File: src/rtl/line_buf_sched_pkg.sv
// Shared types and constants for the camera line buffer scheduler.
package cnn_sched_pkg;

  // Read-side sequencing states
  typedef enum logic [1:0] {
    IDLE  = 2'd0,
    GRANT = 2'd1,
    READ  = 2'd2,
    DONE  = 2'd3
  } sched_state_e;

  // Bit positions of the two readers in the request / grant vectors
  localparam int REQ_CPU = 0;
  localparam int REQ_LCD = 1;

  // Lines-read-since-frame-start counter, wraps naturally at 4095
  localparam int LINE_IDX_W = 12;
  typedef logic [LINE_IDX_W-1:0] line_cnt_t;

endpackage

File: src/rtl/line_buf_sched_rr_arb2.sv
// Two-way round-robin arbiter for the shared FIFO read port.
// The last-grant record only moves when a whole line has been read,
// so fairness is per line rather than per word.
import cnn_sched_pkg::*;

module rr_arb2 (
  input  logic       clk,
  input  logic       rst_n,
  input  logic [1:0] req,
  input  logic       done,
  input  logic [1:0] gnt,
  output logic [1:0] win
);

  logic last_lcd;

  // Remember who owned the line that just finished; LCD after reset so the CPU wins the first tie
  always_ff @(posedge clk) begin
    if (!rst_n) begin
      last_lcd <= 1'b1;
    end else if (done) begin
      last_lcd <= gnt[REQ_LCD];
    end
  end

  // A lone requester wins outright; on a tie the side not served last wins
  always_comb begin
    win = req;
    if (req[REQ_CPU] && req[REQ_LCD]) begin
      win = 2'b00;
      if (last_lcd) begin
        win[REQ_CPU] = 1'b1;
      end else begin
        win[REQ_LCD] = 1'b1;
      end
    end
  end

endmodule

File: src/rtl/line_buf_sched.sv
// Ping-pong line buffer scheduler: picks the write FIFO per camera line,
// blocks the producer when both lines are pending, and hands complete
// lines to the CPU or LCD reader one whole line at a time.
// Optional watchdog abort of a stalled read: define LINE_TIMEOUT_EN.
import cnn_sched_pkg::*;

module line_buf_sched #(
  parameter int LINE_WORDS = 640,
  parameter int CNT_W      = $clog2(LINE_WORDS + 1),
  parameter int TMO_CYC    = 4096
) (
  input  logic        clk,
  input  logic        rst_n,
  input  logic        i_frame_start,
  input  logic        i_line_done,
  output logic        o_wr_sel,
  output logic        o_wr_allow,
  output logic [15:0] o_drop_cnt,
  input  logic [1:0]  i_fifo_empty,
  input  logic [1:0]  i_req,
  input  logic [1:0]  i_rd_ready,
  output logic [1:0]  o_gnt,
  output logic        o_rd_en,
  output logic        o_rd_sel,
  output logic        o_line_rd_done,
  output logic [11:0] o_line_idx,
  output logic        o_line_rdy,
  output logic        o_timeout
);

  localparam logic [CNT_W-1:0] LINE_LAST = CNT_W'(LINE_WORDS);

  // A line must fit in one FIFO and the watchdog needs a sensible limit
  if (LINE_WORDS < 1 || LINE_WORDS > 1024 || TMO_CYC < 2) begin : g_bad_cfg
    $error("line_buf_sched: LINE_WORDS must be 1..1024 and TMO_CYC at least 2");
  end

  sched_state_e     state, state_next;
  logic [1:0]       full, full_next;
  logic             wr_sel, wr_sel_next;
  logic             rd_ptr;
  logic [CNT_W-1:0] cnt;
  logic [1:0]       gnt;
  logic [1:0]       win;
  logic [15:0]      drop_cnt;
  line_cnt_t        line_idx;
  logic             line_rdy;
  logic             wr_allow;
  logic             owner;
  logic             rd_en;
  logic             rd_owned;
  logic             start;
  logic             rel;
  logic             tmo_fire;

  assign wr_allow = ~full[wr_sel];
  assign owner    = gnt[REQ_LCD];
  assign rd_owned = (state == READ) || (state == DONE);
  assign rd_en    = (state == READ) & i_rd_ready[owner] & ~i_fifo_empty[rd_ptr] & (cnt < LINE_LAST);
  assign rel      = (state == DONE) | tmo_fire;

  rr_arb2 u_arb (
    .clk   (clk),
    .rst_n (rst_n),
    .req   (i_req),
    .done  (state == DONE),
    .gnt   (gnt),
    .win   (win)
  );

`ifdef LINE_TIMEOUT_EN
  localparam int TMO_W = $clog2(TMO_CYC);
  logic [TMO_W-1:0] tmo_cnt;

  // Count consecutive READ cycles without a pop; any pop or leaving READ restarts it
  always_ff @(posedge clk) begin
    if (!rst_n) begin
      tmo_cnt <= '0;
    end else if (state != READ || rd_en) begin
      tmo_cnt <= '0;
    end else begin
      tmo_cnt <= tmo_cnt + TMO_W'(1);
    end
  end

  assign tmo_fire = (state == READ) & ~rd_en & (cnt != LINE_LAST) & (tmo_cnt == TMO_W'(TMO_CYC - 1));
`else
  assign tmo_fire = 1'b0;
`endif

  // Read FSM: wait for a complete line plus a requester, hold the grant for the whole line
  always_comb begin
    state_next = state;
    start      = 1'b0;
    case (state)
      IDLE: begin
        if (full[rd_ptr] && (|i_req) && !i_frame_start) begin
          state_next = GRANT;
          start      = 1'b1;
        end
      end
      GRANT: state_next = READ;
      READ: begin
        if (cnt == LINE_LAST) begin
          state_next = DONE;
        end else if (tmo_fire) begin
          state_next = IDLE;
        end
      end
      DONE:    state_next = IDLE;
      default: state_next = IDLE;
    endcase
  end

  // Buffer occupancy: producer sets, reader / frame start clear; a clear wins on its own buffer
  always_comb begin
    full_next = full;
    if (i_line_done && wr_allow) begin
      full_next[wr_sel] = 1'b1;
    end
    if (i_frame_start) begin
      for (int b = 0; b < 2; b++) begin
        if (!(rd_owned && (rd_ptr == 1'(b)))) begin
          full_next[b] = 1'b0;
        end
      end
    end
    if (rel) begin
      full_next[rd_ptr] = 1'b0;
    end
  end

  // Write select: ping-pong after each line, park when both are full, jump to a freed buffer
  always_comb begin
    wr_sel_next = wr_sel;
    if (i_frame_start) begin
      wr_sel_next = (state == IDLE) ? 1'b0 : ~rd_ptr;
    end else if (i_line_done && wr_allow && !full[~wr_sel]) begin
      wr_sel_next = ~wr_sel;
    end else if (rel && (full[wr_sel] || (i_line_done && wr_allow))) begin
      wr_sel_next = rd_ptr;
    end
  end

  // State, occupancy and write-select registers
  always_ff @(posedge clk) begin
    if (!rst_n) begin
      state    <= IDLE;
      full     <= 2'b00;
      wr_sel   <= 1'b0;
      line_rdy <= 1'b0;
    end else begin
      state    <= state_next;
      full     <= full_next;
      wr_sel   <= wr_sel_next;
      line_rdy <= |full_next;
    end
  end

  // Read pointer, word counter and held grant
  always_ff @(posedge clk) begin
    if (!rst_n) begin
      rd_ptr <= 1'b0;
      cnt    <= '0;
      gnt    <= 2'b00;
    end else begin
      if (i_frame_start && state == IDLE) begin
        rd_ptr <= 1'b0;
      end else if (rel) begin
        rd_ptr <= ~rd_ptr;
      end

      if (rel) begin
        cnt <= '0;
      end else if (rd_en) begin
        cnt <= cnt + CNT_W'(1);
      end

      if (start) begin
        gnt <= win;
      end else if (rel) begin
        gnt <= 2'b00;
      end
    end
  end

  // Dropped-line and lines-read counters; drops survive frame start
  always_ff @(posedge clk) begin
    if (!rst_n) begin
      drop_cnt <= 16'h0000;
      line_idx <= '0;
    end else begin
      if (i_line_done && !wr_allow && drop_cnt != 16'hFFFF) begin
        drop_cnt <= drop_cnt + 16'h0001;
      end

      if (i_frame_start) begin
        line_idx <= '0;
      end else if (state == DONE) begin
        line_idx <= line_idx + line_cnt_t'(1);
      end
    end
  end

  assign o_wr_sel       = wr_sel;
  assign o_wr_allow     = wr_allow;
  assign o_drop_cnt     = drop_cnt;
  assign o_gnt          = gnt;
  assign o_rd_en        = rd_en;
  assign o_rd_sel       = rd_ptr;
  assign o_line_rd_done = (state == DONE);
  assign o_line_idx     = line_idx;
  assign o_line_rdy     = line_rdy;
  assign o_timeout      = tmo_fire;

endmodule

File: config.mk
export PLATFORM = sky130hd
export DESIGN_NAME = line_buf_sched
export DESIGN_NICKNAME = d
export VERILOG_FILES = /design/src/rtl/line_buf_sched_pkg.sv /design/src/rtl/line_buf_sched_rr_arb2.sv /design/src/rtl/line_buf_sched.sv
export SDC_FILE = /design/constraint.sdc
export NUM_CORES = 1
export LEC_CHECK = 0
export BUFFER_PORTS_ARGS = -buffer_cell sky130_fd_sc_hd__buf_4
export CAP_MARGIN = 5
export CORE_MARGIN = 2
export CORE_UTILIZATION = 30
export DETAILED_ROUTE_END_ITERATION = 16
export GPL_ROUTABILITY_DRIVEN = 1
export GPL_TIMING_DRIVEN = 0
export PLACE_DENSITY_LB_ADDON = 0.15
export SKIP_CTS_REPAIR_TIMING = 1
export SYNTH_ARGS = -nofsm -noshare
export SYNTH_HDL_FRONTEND = slang
export SYNTH_SLANG_ARGS = --single-unit
export TNS_END_PERCENT = 50
File: constraint.sdc
create_clock -name clk -period 1.78 [get_ports clk]
set_input_delay 0.356 -clock clk [delete_from_list [all_inputs] [get_ports clk]]
set_output_delay 0.356 -clock clk [all_outputs]
set_load 0.03 [all_outputs]
Word level (Yosys, flattened, before mapping)
Cells that the tools add are included.
{"block": "op_classes", "n_reduce_logical": 26, "n_mux": 33, "eq_ne": 7, "add_sub_neg": 3, "n_lt_le_gt_ge": 7, "bitwise": 11}
{"cell": "1-bit 2-to-1 mux", "n": 22}
{"cell": "16-bit by 1-bit adder with 16-bit output, second input constant", "n": 1}
{"cell": "2-bit 2-to-1 mux", "n": 8}
{"cell": "16-bit != test, second input constant", "n": 1}
{"cell": "1-bit logical AND", "n": 13}
{"cell": "12-bit by 1-bit adder with 12-bit output, second input constant", "n": 1}
{"cell": "10-bit by 1-bit adder with 10-bit output, second input constant", "n": 1}
{"cell": "10-bit == test, second input constant", "n": 1}
{"cell": "10-bit less-than comparator, second input constant", "n": 1}
{"cell": "2-bit OR reduction", "n": 5}
{"cell": "1-bit by 2-bit less-than comparator with 1-bit output, second input constant", "n": 4}
{"cell": "2-bit case mux with 4 select lines", "n": 1}
{"cell": "1-bit NOT", "n": 5}
{"cell": "2-bit == test, second input constant", "n": 2}
{"cell": "1-bit AND", "n": 3}
{"cell": "3-bit nonzero test", "n": 1}
{"cell": "2-bit AND", "n": 1}
{"cell": "1-bit demux with 1-bit select", "n": 2}
{"cell": "2-bit by 1-bit == test with 1-bit output, second input constant", "n": 1}
{"cell": "1-bit >= comparator, second input constant", "n": 2}
{"cell": "1-bit zero test", "n": 2}
{"cell": "2-bit zero test", "n": 1}
{"cell": "1-bit logical OR", "n": 2}
{"cell": "2-bit by 1-bit != test with 1-bit output, second input constant", "n": 1}
{"cell": "other kinds (5)", "n": 5}
{"block": "totals", "output_inout_bits": 37, "reg_bits": 48, "wordCells": 97, "in_bits": 10}

Longest topological paths before layout
Gate-level depths: netlist of run 1.
{"block": "depth", "depth_word": 11, "mapped_depth": 7, "mapped_depth_nobuf": 6}

Cells and area by module
Synthesis of run 1 repeated with hierarchy kept, for this count alone.
{"block": "hier_totals", "cells_unflattened": 297, "hier_area_um2": 2534.9}
{"mod": "line_buf_sched", "area_each_um2": 2479.9, "cells_per_inst": 291, "seq_area_each_um2": 940.9, "n_inst": 1}
{"mod": "rr_arb2", "area_each_um2": 55.1, "cells_per_inst": 6, "seq_area_each_um2": 20.0, "n_inst": 1}

Least setup slack after synthesis of run 1
No wires, ideal clock.
{"block": "synth_timing", "path_kind": "register to register", "startpoint": "register wr_sel (netlist: o_wr_sel)", "endpoint": "register drop_cnt[7] (netlist: o_drop_cnt[7])", "stages_incl_launch_ff": 6, "t_arrival_ns": 1.939, "setup_slack_ns": -0.226, "synth_period_minus_slack_ns": 2.006, "setup_time_ns": 0.067, "required_ns": 1.713, "n_path_buf": 0, "cell_sequence": "dfxtp_1 mux2i_2 nand2b_4 nor3_4 a21o_1 a21oi_2"}
{"block": "synth_via", "elab_chain_len": 4}
{"item": "start: declaration", "line": "line_buf_sched.sv:40", "source": "logic wr_sel, wr_sel_next;"}
{"item": "start signal: assignment", "line": "line_buf_sched.sv:155", "source": "wr_sel <= wr_sel_next;"}
{"item": "1-bit 2-to-1 mux (implied by the code) (2 in series)", "line": "line_buf_sched.sv:56", "source": "assign wr_allow = ~full[wr_sel];"}
{"item": "1-bit logical AND (2 in series)", "line": "line_buf_sched.sv:193", "source": "if (i_line_done && !wr_allow && drop_cnt != 16'hFFFF) begin"}
{"item": "end signal: assignment", "line": "line_buf_sched.sv:194", "source": "drop_cnt <= drop_cnt + 16'h0001;"}
{"item": "end: declaration", "line": "line_buf_sched.sv:45", "source": "logic [15:0] drop_cnt;"}
Every way passes these cells. The select of a mux whose other input is x is not followed.
A chain may end at the register's enable or synchronous reset.

Worst setup path after layout of run 1
{"block": "layout_timing", "startpoint": "register state[0]", "endpoint": "output o_rd_en"}
{"block": "layout_via", "elab_chain_len": 4}
{"item": "start: declaration", "line": "line_buf_sched.sv:38", "source": "sched_state_e state, state_next;"}
{"item": "start signal: assignment", "line": "line_buf_sched.sv:153", "source": "state <= state_next;"}
{"item": "2-bit == test", "line": "line_buf_sched.sv:59", "source": "assign rd_en = (state == READ) & i_rd_ready[owner] & ~i_fifo_empty[rd_ptr] & (cnt < LINE_LAST);"}
{"item": "1-bit AND (3 in series)", "line": "line_buf_sched.sv:59"}
{"item": "end: declaration", "line": "line_buf_sched.sv:23", "source": "output logic o_rd_en,"}
Every way passes these cells.

==> flow_metrics.py, run 1 <==
metrics = {
    "status": {
        "status": "finished, violations left",
        "violations": "negative setup slack",
    },
    "logic_synthesis": {
        "synth-seq-cells": 48,
        "ys_async_sr_fraction_pct": 0,
        "synth_top_area_share_pct": 40.1,
        "synth_edf_count": 0,
        "synth_area_um2": 2400,
        "seq_area_frac_synth_pct": 40.1,
        "synthTopCellsByArea": "dfxtp_1 40%, xor2_1 6.9%, nor2_1 6.1%",
        "synth.most_common_cell": "dfxtp_1",
        "synth.distinct_cells": 51,
        "syn-num-nets": 282,
        "syn_area_per_cell_um2": 9.08,
        "synth_ff_type": "dfxtp_1",
        "synth_common_cells": "48 x dfxtp_1, 39 x nor2_1, 20 x nand3_1, 19 x xor2_1, 12 x nand2_1",
        "synth_area_leader_cell": "dfxtp_1",
        "synthCells": 264,
        "yosys_warnings": 0,
    },
    "setup_path": {
        "r2r_slack_ps": 130,
        "worstPathRequired_ps": 1420,
        "critPathCaptureType": "primary output",
        "critPathMaxStageDelay_ps": 330,
        "worstSetupPathType": "reg -> out",
        "crit_fanout": 5,
        "path_cells": "inv_1 -> ha_2 -> and4_1 -> buf_6 -> buf_6",
        "path_common_cell": "buf_6",
        "worst-path-buf-inv": 3,
        "crit_family": "buffers and inverters",
        "slowest_stage": "dfxtp_1",
        "start_kind": "flip-flop",
        "worstPathArrival_ps": 1520,
    },
    "drt": {
        "wl_per_cell_um": 12.7,
        "drt_iter0_markers": 53,
        "avgViaCountPerCell": 4.74,
        "wirelength_um": 5440,
        "via_count": 2025,
        "dr.pass1.iters": 4,
        "drc_errors": 0,
        "ant_nets": 0,
    },
    "power_and_ir_drop": {
        "finalPower_mw": 2.20,
        "power_density_nw_per_um2": 714,
        "power_frac_seq_pct": 52.1,
        "peakVddDrop_v": 0.000314,
        "power_switching_mw": 0.621,
        "internal_power_mw": 1.58,
        "swShare_pct": 28.2,
        "clockPowerShare_pct": 30.9,
        "power.leakage_nw": 1.24,
        "p_comb_share_pct": 17.0,
    },
    "floorplanning": {
        "start_util_pct": 31.0,
        "core_area_um2": 7730,
        "io-pin-count": 47,
        "chipHeight_um": 93.4,
        "rows": 32,
        "die_w_um": 93.4,
        "die-area_um2": 8720,
    },
    "clock_tree": {
        "clock_latency_ps": 300,
        "cts-root-buf": "clkbuf_8",
        "clockBufferDepth": 2,
        "cts_sinks": 48,
        "htreeDepth": 2,
        "cts_buffers": 5,
        "clkSlewWorstSetupHoldPaths_ps": 90,
        "cts_tree": "built",
    },
    "cells_and_area": {
        "n_antenna_cell": 0,
        "layout.cells.non_filler": 427,
        "layout-drive-gt1-share_pct": 28.3,
        "nFillCells": 806,
        "area_growth_pct": 28.8,
        "fin_util_pct": 39.9,
        "final_nets": 342,
        "multi_input_area_um2": 1400,
        "regArea_um2": 971,
    },
    "sta": {
        "setup_ws_ps": -91.1,
        "fmax_ghz": 0.534,
        "hold_violations": 0,
        "setup_violations": 1,
        "grt_setup_unrepaired": "yes",
        "finalMaxSlewViolations": 0,
        "fin_skew_ps": 10.3,
        "period_share_pct": 105,
        "min_period_ps": 1870,
        "tightest_slew_ps": 540,
        "maxSlewHeadroom_pct": 64.0,
    },
    "global_route": {
        "antenna_found_initial": 0,
        "grt_pass1_vias": 1950,
        "grt_max_degree": 15,
        "grt_usage_pct": 13.1,
        "grt_pass1_wl_um": 9180,
        "gr-total-overflow": 0,
    },
    "worst_hold_path": {
        "hold_path_class": "in -> reg",
    },
    "place": {
        "placed_cells": 410,
        "place_hpwl_um": 3890,
        "io_buffers": 44,
        "dpl_worst_slack_ps": -106,
        "finalWeightedCongestion": 0.761,
    },
    "flow_run": {
        "drv_cap": 0,
    },
}
cell usage in the layout, fill, tap and decap left out, types with 3 or more instances in the layout:
cell type / count
a21oi_1: 8
and3_1: 4
and4_1: 3
buf_4: 53
buf_6: 3
clkbuf_1: 5
clkbuf_8: 6
dfxtp_1: 40
dfxtp_2: 8
ha_1: 6
inv_1: 9
mux2i_1: 7
nand2_1: 12
nand2b_1: 7
nand3_1: 19
nand4_1: 8
nor2_1: 39
nor3_1: 4
nor4_4: 3
o2111ai_1: 3
o21ai_0: 4
or2_2: 3
xnor2_1: 9
xor2_1: 19
registers in the layout, indices dropped and copies added, names as in the netlist:
| name | cells |
|---|---|
| o_line_rdy | 1 |
| u_arb.last_lcd | 1 |
| o_wr_sel | 1 |
| cnt | 10 |
| full | 2 |
| state | 2 |
| o_rd_sel | 1 |
| o_drop_cnt | 16 |
| o_line_idx | 12 |
| o_gnt | 2 |
cells by family (layout without fill, tap and decap cells):
family / after synthesis / count (layout) / synth area share, %
other: 1 / 1 / 0.157
xor gates and xnor gates: 28 / 28 / 10.2
DFF: 48 / 48 / 40.1
buffers and inverters: 19 / 80 / 3.29
AOI/OAI and AO/OA: 33 / 33 / 10.1
adders and majority gates: 8 / 8 / 4.18
muxes: 9 / 9 / 3.97
and+or+nand+nor: 118 / 118 / 28.0
power groups by stage:
stage	Combinational (mW)	Clock [mW]	Sequential (mW)
6_report	0.374	0.682	1.15
5_1_grt	0.419	0.772	1.15
4_1_cts	0.361	0.733	1.15
3_5_place_dp	0.359	0	1.17
3_3_place_gp	0.353	0	1.17
2_1_floorplan	0.235	0	1.19
worst reg2reg max path, cell delays in order, from the launching register on:
cell,delay [ps]
dfxtp_2,390
ha_1,220
nand3_2,160
nor4_4,290
buf_4,190
nor3_4,50
a21o_1,190
a21oi_2,100
final timing paths:
kind	depth (start not counted)	end	start
worst max-delay path	5	o_rd_en	state[0]$_SDFFE_PN0P_
worst min-delay path	2	o_rd_sel$_SDFFE_PP0P_	i_frame_start
worst max register to register	7	o_drop_cnt[7]$_SDFFE_PN0P_	o_drop_cnt[0]$_SDFFE_PN0P_
worst min register to register	2	o_gnt[0]$_SDFFE_PN0P_	o_gnt[0]$_SDFFE_PN0P_
metrics by stage:
step,area (um2),TNS [ps],hold WS [ps]
final,3090,-91.1,300
after global routing,3090,-186,302
after CTS,2960,-506,285
after detailed placement,2860,-525,486
after global placement,2860,-251,484
after floorplan,2410,-94.5,454
final cells by class:
| class | instances | area share [%] |
|---|---|---|
| sequential | 48 | 31.5 |
| tap | 102 | 4.13 |
| buffer | 10 | 1.91 |
| inverter | 9 | 1.09 |
| clock inverter | 1 | 0.243 |
| timing repair buffer | 53 | 13.0 |
| clock buffer | 7 | 2.80 |
| multi-input combinational | 197 | 45.4 |
per-layer routing:
layer	track usage [%]	part of all wire, %
met1	17.4	49
met2	21.0	44
met3	3.14	4.8
met4	4.04	1.7
met5	0	0
Power figures use the tool's default switching activity.
==> inputs of run 2 (changes only) <==
Settings changed: BUFFER_PORTS_ARGS -buffer_cell sky130_fd_sc_hd__buf_4 to not set, DONT_BUFFER_PORTS set to 1.
==> flow_metrics.py, run 2 (same netlist as run 1, synthesis figures left out) <==
metrics = {
    "sta": {
        "maxSlewHeadroom_pct": 60.1,
        "grt_setup_unrepaired": "yes",
        "finalMaxSlewViolations": 0,
        "period_share_pct": 104,
        "setup_violations": 1,
        "tightest_slew_ps": 598,
        "fmax_ghz": 0.538,
        "min_period_ps": 1860,
        "whs_ps": 131,
        "hold_violations": 0,
        "setup_ws_ps": -79.3,
        "fin_skew_ps": 8.88,
    },
    "flow_run": {
        "drv_cap": 0,
    },
    "drt": {
        "via_count": 1889,
        "dr.pass1.iters": 4,
        "ant_nets": 0,
        "drt_iter0_markers": 45,
        "wl_per_cell_um": 14.7,
        "wirelength_um": 5580,
        "avgViaCountPerCell": 4.96,
        "drc_errors": 0,
    },
    "floorplanning": {
        "core_area_um2": 7730,
        "rows": 32,
        "die-area_um2": 8720,
        "chipHeight_um": 93.4,
        "die_w_um": 93.4,
        "io-pin-count": 47,
        "start_util_pct": 31.0,
    },
    "setup_path": {
        "r2r_slack_ps": 50,
        "crit_family": "flip-flops",
        "crit_fanout": 5,
        "crit_end": "o_rd_en",
        "worstPathArrival_ps": 1500,
        "critPathMaxStageDelay_ps": 420,
        "r2r.worst_path.cells": 5,
        "critPathCaptureType": "primary output",
        "worst-path-buf-inv": 2,
        "slowest_stage": "dfxtp_4",
        "path_cells": "buf_8 -> mux2i_2 -> and4_4 -> buf_12",
        "crit_path_start": "o_rd_sel$_SDFFE_PP0P_",
        "cp.depth": 4,
        "worstPathRequired_ps": 1420,
        "start_kind": "flip-flop",
        "r2r-end": "o_drop_cnt[7]$_SDFFE_PN0P_",
        "r2r_start": "o_wr_sel$_SDFFE_PN0P_",
        "worstSetupPathType": "reg -> out",
    },
    "power_and_ir_drop": {
        "clockPowerShare_pct": 35.4,
        "swShare_pct": 29.2,
        "internal_power_mw": 1.68,
        "power_frac_seq_pct": 49.7,
        "power_density_nw_per_um2": 819,
        "peakVddDrop_v": 0.000373,
        "power_switching_mw": 0.694,
        "p_comb_share_pct": 14.9,
        "power.leakage_nw": 1.03,
    },
    "status": {
        "violations": "negative setup slack",
        "status": "finished, violations left",
    },
    "cells_and_area": {
        "layout_commonest_cell": "nor2_1",
        "layout_common_cells": "38 x nor2_1, 24 x dfxtp_1, 19 x xor2_1",
        "layout.cells.non_filler": 381,
        "area_growth_pct": 20.9,
        "final_nets": 296,
        "fin_util_pct": 37.5,
        "n_antenna_cell": 0,
        "nFillCells": 777,
        "largest_reg_flops": 16,
        "layout-drive-gt1-share_pct": 25.4,
        "stdcell_area_um2": 2900,
    },
    "place": {
        "io_buffers": 0,
        "placed_cells": 366,
        "dpl_worst_slack_ps": -339,
        "place_hpwl_um": 3780,
        "finalWeightedCongestion": 0.725,
        "placed_area_um2": 2530,
    },
    "global_route": {
        "grt_max_degree": 17,
        "gr-total-overflow": 0,
        "antenna_found_initial": 0,
        "grt_usage_pct": 12.7,
        "grt_pass1_wl_um": 8780,
        "grt_pass1_vias": 1739,
    },
    "clock_tree": {
        "clockBufferDepth": 2,
        "cts_buffers": 5,
        "clkSlewWorstSetupHoldPaths_ps": 100,
        "htreeDepth": 2,
        "cts_tree": "built",
        "cts_sinks": 48,
        "clock_latency_ps": 310,
        "cts-root-buf": "clkbuf_8",
    },
    "worst_hold_path": {
        "hold_path_class": "in -> reg",
    },
}
run 2: power by group through the flow:
| stage | Combinational [mW] | Sequential [mW] | Clock (mW) |
|---|---|---|---|
| 6_report | 0.352 | 1.18 | 0.840 |
| 4_1_cts | 0.300 | 1.17 | 0.864 |
| 5_1_grt | 0.401 | 1.19 | 0.891 |
| 2_1_floorplan | 0.235 | 1.19 | 0 |
| 3_5_place_dp | 0.292 | 1.20 | 0 |
| 3_3_place_gp | 0.288 | 1.20 | 0 |
run 2: cell type report:
class / instances / area (um2) / area share, %
buffer: 10 / 71.3 / 2.46
timing repair buffer: 7 / 82.6 / 2.85
clock inverter: 3 / 46.3 / 1.60
clock buffer: 5 / 68.8 / 2.38
multi-input combinational: 197 / 1450 / 50.2
sequential: 48 / 1010 / 35.0
tap: 102 / 128 / 4.41
inverter: 9 / 33.8 / 1.17
run 2: worst reg2reg max path, cell delays in order, from the launching register on:
cell and delay, ps:
dfxtp_4 470, mux2i_4 540, nand2b_4 310, nor3_4 70, a21o_1 170, a21oi_2 100
run 2: routing by layer:
| metal | wire length (um) | share of wire, % | global-route usage [%] |
|---|---|---|---|
| met3 | 361 | 6.5 | 3.95 |
| met5 | 0 | 0 | 0 |
| met1 | 2560 | 46 | 16.5 |
| met4 | 60 | 1.1 | 4.04 |
| met2 | 2600 | 47 | 20.0 |
run 2: worst min path at each step:
stage | startpoint | cells past startpoint | to
after floorplan | i_frame_start | 1 | full[0]$_SDFF_PN0_
after global routing | i_frame_start | 1 | full[0]$_SDFF_PN0_
final | i_frame_start | 1 | o_rd_sel$_SDFFE_PP0P_
after CTS | i_frame_start | 1 | full[0]$_SDFF_PN0_
after detailed placement | i_frame_start | 1 | full[0]$_SDFF_PN0_
after global placement | i_frame_start | 1 | o_rd_sel$_SDFFE_PP0P_
run 2: through the flow:
| step | setup TNS [ps] | power [mW] |
|---|---|---|
| 6_report | -79.3 | 2.37 |
| 5_1_grt | -276 | 2.48 |
| 4_1_cts | -7280 | 2.34 |
| 3_5_place_dp | -6140 | 1.49 |
| 3_3_place_gp | -6130 | 1.49 |
| 2_1_floorplan | -94.5 | 1.42 |
==> inputs of run 3 (changes only) <==
Settings changed: SYNTH_HIERARCHICAL set to 1.
==> flow_metrics.py, run 3 <==
metrics = {
    "status": {
        "status": "finished, violations left",
        "violations": "negative setup slack",
    },
    "sta": {
        "final.setup.tns_ps": -26.0,
        "period_share_pct": 101,
        "fin_skew_ps": 17.0,
        "fmax_ghz": 0.554,
        "whs_ps": 126,
        "maxSlewHeadroom_pct": 64.6,
        "tightest_slew_ps": 531,
        "hold_violations": 0,
        "grt_setup_unrepaired": "yes",
        "finalMaxSlewViolations": 0,
        "setup_ws_ps": -26.0,
        "setup_violations": 1,
        "min_period_ps": 1810,
    },
    "place": {
        "place_hpwl_um": 4350,
        "io_buffers": 0,
        "placed_area_um2": 2680,
        "finalWeightedCongestion": 0.715,
    },
    "drt": {
        "drt_iter0_markers": 68,
        "wl_met1_um": 3040,
        "avgViaCountPerCell": 5.19,
        "drc_errors": 0,
        "dr.pass1.iters": 4,
        "via_count": 2158,
        "wl_met2_um": 2770,
        "ant_nets": 0,
        "wirelength_um": 6240,
        "wl_met3_um": 406,
        "wl_per_cell_um": 15.0,
        "highest_layer": "met4",
    },
    "floorplanning": {
        "start_util_pct": 30.9,
        "chipHeight_um": 95.9,
        "core_area_um2": 8220,
        "die-area_um2": 9200,
        "rows": 33,
        "io-pin-count": 47,
        "die_w_um": 95.9,
    },
    "logic_synthesis": {
        "synthCells": 297,
        "syn_area_per_cell_um2": 8.54,
        "synth_common_cells": "48 x dfxtp_1, 43 x nand2_1, 20 x nor2_1, 19 x mux2i_1, 13 x inv_1",
        "syn-num-nets": 315,
        "synth_ff_type": "dfxtp_1",
        "ys_async_sr_fraction_pct": 0,
        "synth-seq-cells": 48,
        "synth_area_um2": 2530,
        "synthTopCellsByArea": "dfxtp_1 38%, mux2i_1 7.5%, nand2_1 6.4%",
        "synth.most_common_cell": "dfxtp_1",
        "synth_area_leader_cell": "dfxtp_1",
        "synth_edf_count": 0,
        "synth_top_area_share_pct": 37.9,
        "synth.distinct_cells": 53,
        "yosys_warnings": 6,
        "seq_area_frac_synth_pct": 37.9,
    },
    "setup_path": {
        "crit_fanout": 8,
        "worstPathRequired_ps": 1420,
        "critPathCaptureType": "primary output",
        "start_kind": "flip-flop",
        "worstSetupPathType": "reg -> out",
        "worstPathArrival_ps": 1450,
    },
    "cells_and_area": {
        "n_antenna_cell": 0,
        "fin_util_pct": 36.3,
        "layout_common_cells": "43 x nand2_1, 32 x dfxtp_1, 19 x mux2i_1, 19 x nor2_1, 13 x inv_1",
        "area_growth_pct": 17.7,
        "layout_commonest_cell": "nand2_1",
        "stdcell_area_um2": 2980,
        "layout-drive-gt1-share_pct": 18.0,
        "largest_reg_flops": 16,
        "final_nets": 328,
    },
    "power_and_ir_drop": {
        "peakVddDrop_v": 0.000344,
        "p_comb_share_pct": 14.1,
        "power_frac_seq_pct": 49.5,
        "power_switching_mw": 0.674,
        "clockPowerShare_pct": 36.4,
        "power.leakage_nw": 1.01,
        "swShare_pct": 28.4,
        "power_density_nw_per_um2": 794,
        "internal_power_mw": 1.70,
    },
    "clock_tree": {
        "cts_tree": "built",
        "clock_latency_ps": 310,
        "clkSlewWorstSetupHoldPaths_ps": 100,
        "htreeDepth": 2,
        "cts-root-buf": "clkbuf_8",
        "clockBufferDepth": 2,
        "cts_sinks": 48,
        "cts_buffers": 5,
    },
    "global_route": {
        "grt_usage_pct": 13.2,
        "grt_pass1_wl_um": 9570,
        "grt_max_degree": 16,
        "gr-total-overflow": 0,
        "antenna_found_initial": 0,
        "grt_pass1_vias": 1989,
    },
    "flow_run": {
        "drv_cap": 0,
    },
    "worst_hold_path": {
        "hold_path_class": "in -> reg",
    },
}
[run 3: changes by cell type after synthesis, moves of 6 or more]
cell     delta
nand2_1    +31
o31ai_1     +8
or4_1       +6
nor4_1      +7
mux2i_1    +12
nand3_1    -10
xor2_1     -14
nor2_1     -19
[run 3: path summary, 6_finish.rpt]
kind,start,to,slack [ps],cells past startpoint
hold reg to reg,cnt[9]$_SDFFE_PP0P_,cnt[9]$_SDFFE_PP0P_,490,1
setup / recovery,o_gnt[1]$_SDFFE_PN0P_,o_rd_en,-30,4
hold / removal,rst_n,u_arb/last_lcd$_SDFFE_PN1P_,130,1
setup reg to reg,o_rd_sel$_SDFFE_PP0P_,cnt[7]$_SDFFE_PP0P_,10,6
[run 3: layer usage]
metal / vias to the layer above / track usage, %
met5: - / 0
met4: 0 / 3.21
met3: 2 / 3.52
met2: 56 / 20.8
met1: 1011 / 18.0
li1: 1089 / -
[run 3: cell type report]
| cell class | instances | area [um2] |
|---|---|---|
| buffer | 11 | 72.6 |
| multi-input combinational | 224 | 1540 |
| tap | 105 | 131 |
| inverter | 14 | 65.1 |
| clock buffer | 6 | 82.6 |
| clock inverter | 2 | 38.8 |
| fill | 880 | 5230 |
| sequential | 48 | 1010 |
| timing repair buffer | 6 | 45.0 |
[run 3: kinds of logic after synthesis]
kind of cell / after synthesis / share of synthesized area, %
simple gates: 135 / 27.9
flops: 48 / 37.9
compound gates: 47 / 13.1
buf+inv: 25 / 4.25
mux: 21 / 8.54
xor+xnor: 12 / 4.15
fa+ha+maj: 8 / 3.95
other cells: 1 / 0.148
[run 3: power by group through the flow]
stage | Combinational, mW | Clock (mW) | Sequential (mW)
after floorplan | 0.250 | 0 | 1.19
after global placement | 0.310 | 0 | 1.20
after detailed placement | 0.312 | 0 | 1.20
after CTS | 0.316 | 0.899 | 1.17
after global routing | 0.378 | 0.930 | 1.18
final | 0.334 | 0.862 | 1.17
[run 3: worst max-delay path, cell delays in order (launching register included)]
cell,delay [ps]
dfxtp_4,430
mux2_2,340
nand4_1,130
buf_6,160
clkinv_8,90
[run 3: through the flow]
step,cells,setup WS (ps),power (mW)
2_1_floorplan,297,-95.7,1.44
3_3_place_gp,402,-397,1.51
3_5_place_dp,402,-370,1.51
4_1_cts,410,-493,2.39
5_1_grt,416,-97.5,2.49
6_report,416,-26.0,2.37
